### src/rtl/lt_comparator.sv
// Registered WIDTH-bit "less than" comparator (z = a < b, signed or unsigned) built as a log-depth 4-bit group tree.
// Optional macro LT_INPUT_REG_EN adds a reset-to-zero input register stage (latency 2 instead of 1).
module lt_comparator #(
    parameter int WIDTH  = 32,
    parameter int SIGNED = 1
) (
    input  logic             clk,
    input  logic [WIDTH-1:0] a,
    input  logic [WIDTH-1:0] b,
    output logic             z,
    input  logic             rst
);

    localparam int GROUPS = (WIDTH + 3) / 4;
    localparam int LEVELS = (GROUPS > 1) ? $clog2(GROUPS) : 0;
    localparam int LEAVES = 1 << LEVELS;
    localparam int NODES  = 2 * LEAVES - 1;
    localparam int PW     = GROUPS * 4;

    // Flipping the sign bit maps two's-complement order onto unsigned order.
    localparam logic [WIDTH-1:0] MSB_FLIP = (SIGNED != 0) ? {1'b1, {(WIDTH-1){1'b0}}} : '0;

    logic [WIDTH-1:0] a_cmp;
    logic [WIDTH-1:0] b_cmp;

`ifdef LT_INPUT_REG_EN
    logic [WIDTH-1:0] a_q;
    logic [WIDTH-1:0] b_q;

    always_ff @(posedge clk or posedge rst) begin
        if (rst) begin
            a_q <= '0;
            b_q <= '0;
        end else begin
            a_q <= a;
            b_q <= b;
        end
    end

    assign a_cmp = a_q;
    assign b_cmp = b_q;
`else
    assign a_cmp = a;
    assign b_cmp = b;
`endif

    logic [PW-1:0] a_ext;
    logic [PW-1:0] b_ext;

    // Zero-extension of the top group happens after the sign-bit flip.
    assign a_ext = PW'(a_cmp ^ MSB_FLIP);
    assign b_ext = PW'(b_cmp ^ MSB_FLIP);

    // Heap-ordered tree: node i has low child 2i+1 and high child 2i+2, leaves start at LEAVES-1.
    logic [NODES-1:0] lt_node;
    logic [NODES-1:0] eq_node;

    for (genvar g = 0; g < LEAVES; g++) begin : g_leaf
        if (g < GROUPS) begin : g_real
            assign lt_node[LEAVES-1+g] = a_ext[4*g +: 4] <  b_ext[4*g +: 4];
            assign eq_node[LEAVES-1+g] = a_ext[4*g +: 4] == b_ext[4*g +: 4];
        end else begin : g_pad
            // Padding groups sit above the real ones and compare as equal, so they never decide.
            assign lt_node[LEAVES-1+g] = 1'b0;
            assign eq_node[LEAVES-1+g] = 1'b1;
        end
    end

    for (genvar i = 0; i < LEAVES - 1; i++) begin : g_merge
        assign lt_node[i] = lt_node[2*i+2] | (eq_node[2*i+2] & lt_node[2*i+1]);
        assign eq_node[i] = eq_node[2*i+2] & eq_node[2*i+1];
    end

    always_ff @(posedge clk or posedge rst) begin
        if (rst) begin
            z <= 1'b0;
        end else begin
            // NOTE: sequential state uses non-blocking assignment so every flop samples pre-edge values.
            z <= lt_node[0] & ~eq_node[0];
        end
    end

endmodule

### config.mk
export PLATFORM = sky130hd
export DESIGN_NAME = lt_comparator
export DESIGN_NICKNAME = d
export VERILOG_FILES = /design/src/rtl/lt_comparator.sv
export SDC_FILE = /design/constraint.sdc
export NUM_CORES = 1
export LEC_CHECK = 0
export ABC_AREA = 1
export BUFFER_PORTS_ARGS = -buffer_cell sky130_fd_sc_hd__buf_2
export CAP_MARGIN = 10
export CORE_AREA = 5 5 59 61
export CTS_BUF_LIST = sky130_fd_sc_hd__clkbuf_16
export DETAILED_ROUTE_END_ITERATION = 12
export DIE_AREA = 0 0 64 66
export PLACE_DENSITY_LB_ADDON = 0.15
export SYNTH_ARGS = -nofsm -noshare
export SYNTH_HDL_FRONTEND = slang
export SYNTH_SLANG_ARGS = --single-unit
### constraint.sdc
create_clock -name clk -period 0.8 [get_ports clk]
set_input_delay 0 -clock clk [delete_from_list [all_inputs] [get_ports clk]]
set_output_delay 0 -clock clk [all_outputs]
set_load 0.005 [all_outputs]
==> summary.md <==
| Metric | Value |
|---|---|
| Status | `finished with violations` |
| Failing checks | `setup timing` |
| Via count | `1126` |
| Post-route worst setup slack | `-0.283 ns` |
| Power Total | `985 uW` |
| Die Footprint | `roughly 0.0042 sq mm` |
| Row cnt | `20` |
| Mapped Cells | `about 150` |
| Share of cells above drive strength 1 | `0.592` |
| Synth top cells by count | `inv_1 (46), ha_1 (32), nand2_1 (30)` |
| Max-slew violations | `0` |
| Filler instances | `274` |
| Cell Area, Synth | `963 sq um` |
| Area grow syn2layout | `93.4%` |
| Max VDD drop | `0.349 mV` |
| Drt pass-1 iters | `2` |
| Total nets after synthesis | `252` |
| Final setup fails | `1` |
| Avg WL per Cell | `10.5 um` |
| Initial core utilization | `0.329` |
| Antenna violations before repair | `0` |
| Final period util | `1.35` |
| Crit path time final | `1.08 ns` |
| Maximum fanout along the worst path | `2` |
| Sequential Area | `25.0 sq um` |
| Grt total ovfl | `0` |
| Fmax | `923 MHz` |
| Slew HR | `0.880` |
| Biggest area consumer among synthesized cells | `ha_1` |
| Footprint of the multi-input gates | `0.00112 sq mm` |
| Via-to-Cell Ratio | `around 4.4` |
| Worst slew pin tran | `0.178 ns` |
| Main synth FF type | `dfrtp_1` |
| Final #Nets | `between 300 and 400` |
| Gr usage total | `0.109` |
| Ys async rst share | `1.00` |
| Worst slack, placed | `-0.322 ns` |
| Core Area | `about 0.0029 sq mm` |
| Max cap viols | `0` |
| Post-synth EDFFs | `0` |
| Yosys reg bits | `1` |
| Area share of the largest cell type after synthesis | `0.416` |
| Top reg by flops | `z` |
| Detailed Route WL | `~2700 um` |
| Port bufs | `66` |
| DR iter-0 viols | `7` |
| Die Span Y | `approximately 66 um` |
| CP Class | `input pin to flip-flop` |
| GPL Wtd Cong | `0.699` |
| Avg Inst Size Synth | `6.26 sq um` |
| Final Hold Viols | `0` |
| Crit. End Element | `flip-flop` |
| Vias in the first global route | `~1000` |
| Worst hold path type | `input pin to async pin` |
| ANT nets after route | `0` |
| DR DRC count | `0` |
| Top Registers | `z (1)` |
| Leak | `0.985 nW` |
| Synth area leaders | `ha_1 (42%), inv_1 (18%), nand2_1 (12%)` |
| RSZ-0062 raised after global routing | `true` |
| Critical path arrival | `~0.96 ns` |
| Max FFs per register | `1` |
| Setup crit start kind | `input pin` |
| Req. time, crit path | `a little under 0.7 ns` |
| Top-count cell post-synth | `inv_1` |
| First-pass GRT wire length | `about 4000 um` |
| Ports | `67` |
| Die Width | `64 um` |
| Seq/Total Area, Yosys | `0.0260` |
| Antenna diodes | `0` |
| Clk slew on worst S/H paths | `0 ns` |
| YS warnings | `0` |
| Pin count of the biggest net entering global routing | `4` |
| Yosys cell types | `18` |
| HPWL Detailed | `2130 um` |
| Pwr dens | `529 mW/mm^2` |
-- per-layer routing --
layer	routed length, um	global-route usage	part of all wire
met1	1020	0.139	0.38
met2	1470	0.211	0.55
met3	198	0.00340	0.074
met4	0	0	0
met5	0	0	0
-- cell usage in the layout, fill, tap and decap left out, drive strengths merged --
| master | n |
|---|---|
| ha | 32 |
| nand3 | 3 |
| a21oi | 11 |
| buf | 68 |
| nor2 | 13 |
| nand4 | 4 |
| dlygate4sd3 | 1 |
| inv | 49 |
| a21o | 1 |
| nand2 | 33 |
| o21bai | 4 |
| nor3 | 1 |
| dfrtp | 1 |
| o21ai | 1 |
| clkinv | 1 |
-- power breakdown --
part           internal, mW  switching (mW)
combinational         0.507           0.418
sequential           0.0584         0.00167
clock                     0               0
total                 0.566           0.420
-- logic make-up (layout without fill, tap and decap cells) --
family / after synthesis / after routing / share of synthesized area
buffers and inverters: 50 / 119 / 0.195
AND/OR/NAND/NOR: 54 / 54 / 0.261
AO/OA/AOI/OAI: 17 / 17 / 0.103
flip-flops: 1 / 1 / 0.0260
adder cells (fa/ha/maj): 32 / 32 / 0.416
-- timing repair --
item | 4_1_cts | 5_1_grt
resized for setup | 16 | 48
hold buffers | 1 | 0
hold endpoints to repair | 1 | 0
setup endpoints to repair | 1 | 1
setup buffers | 0 | 1
pin swaps | 9 | 38
-- per-stage QoR --
stage                     hold WS (ns)  std cells  TNS, ns  instance area [sq um]  utilization
after floorplan                 -0.271        154   -0.102                   1100            -
after global placement          -0.154        254   -0.288                   1480        0.505
after detailed placement        -0.154        254   -0.322                   1480        0.505
after CTS                        0.393        255   -0.308                   1590        0.543
after global routing             0.420        256   -0.326                   1860        0.636
final                            0.390        256   -0.283                   1860        0.636
-- worst paths after layout --
kind | endpoint | cells after the start | from
min in group clk | z | 1 | z
worst max-delay path | z | 10 | b[22]
worst min-delay path | z | 3 | rst
max in group asynchronous | z | 3 | rst
-- final cells by class --
type	count	share of cell area
Sequential cell	1	0.0134
Multi-Input combinational cell	103	0.599
Timing Repair Buffer	69	0.258
Tap cell	33	0.0222
Inverter	50	0.107
-- critical path: stages --
cell and delay, ns:
buf_2 0.10, inv_1 0.08, ha_4 0.21, nand2_4 0.07, nor2_4 0.04, buf_4 0.13, nand3_1 0.07, nand2_1 0.05
a21oi_1 0.14, a21oi_1 0.08
(Power assumes the default switching activity.)
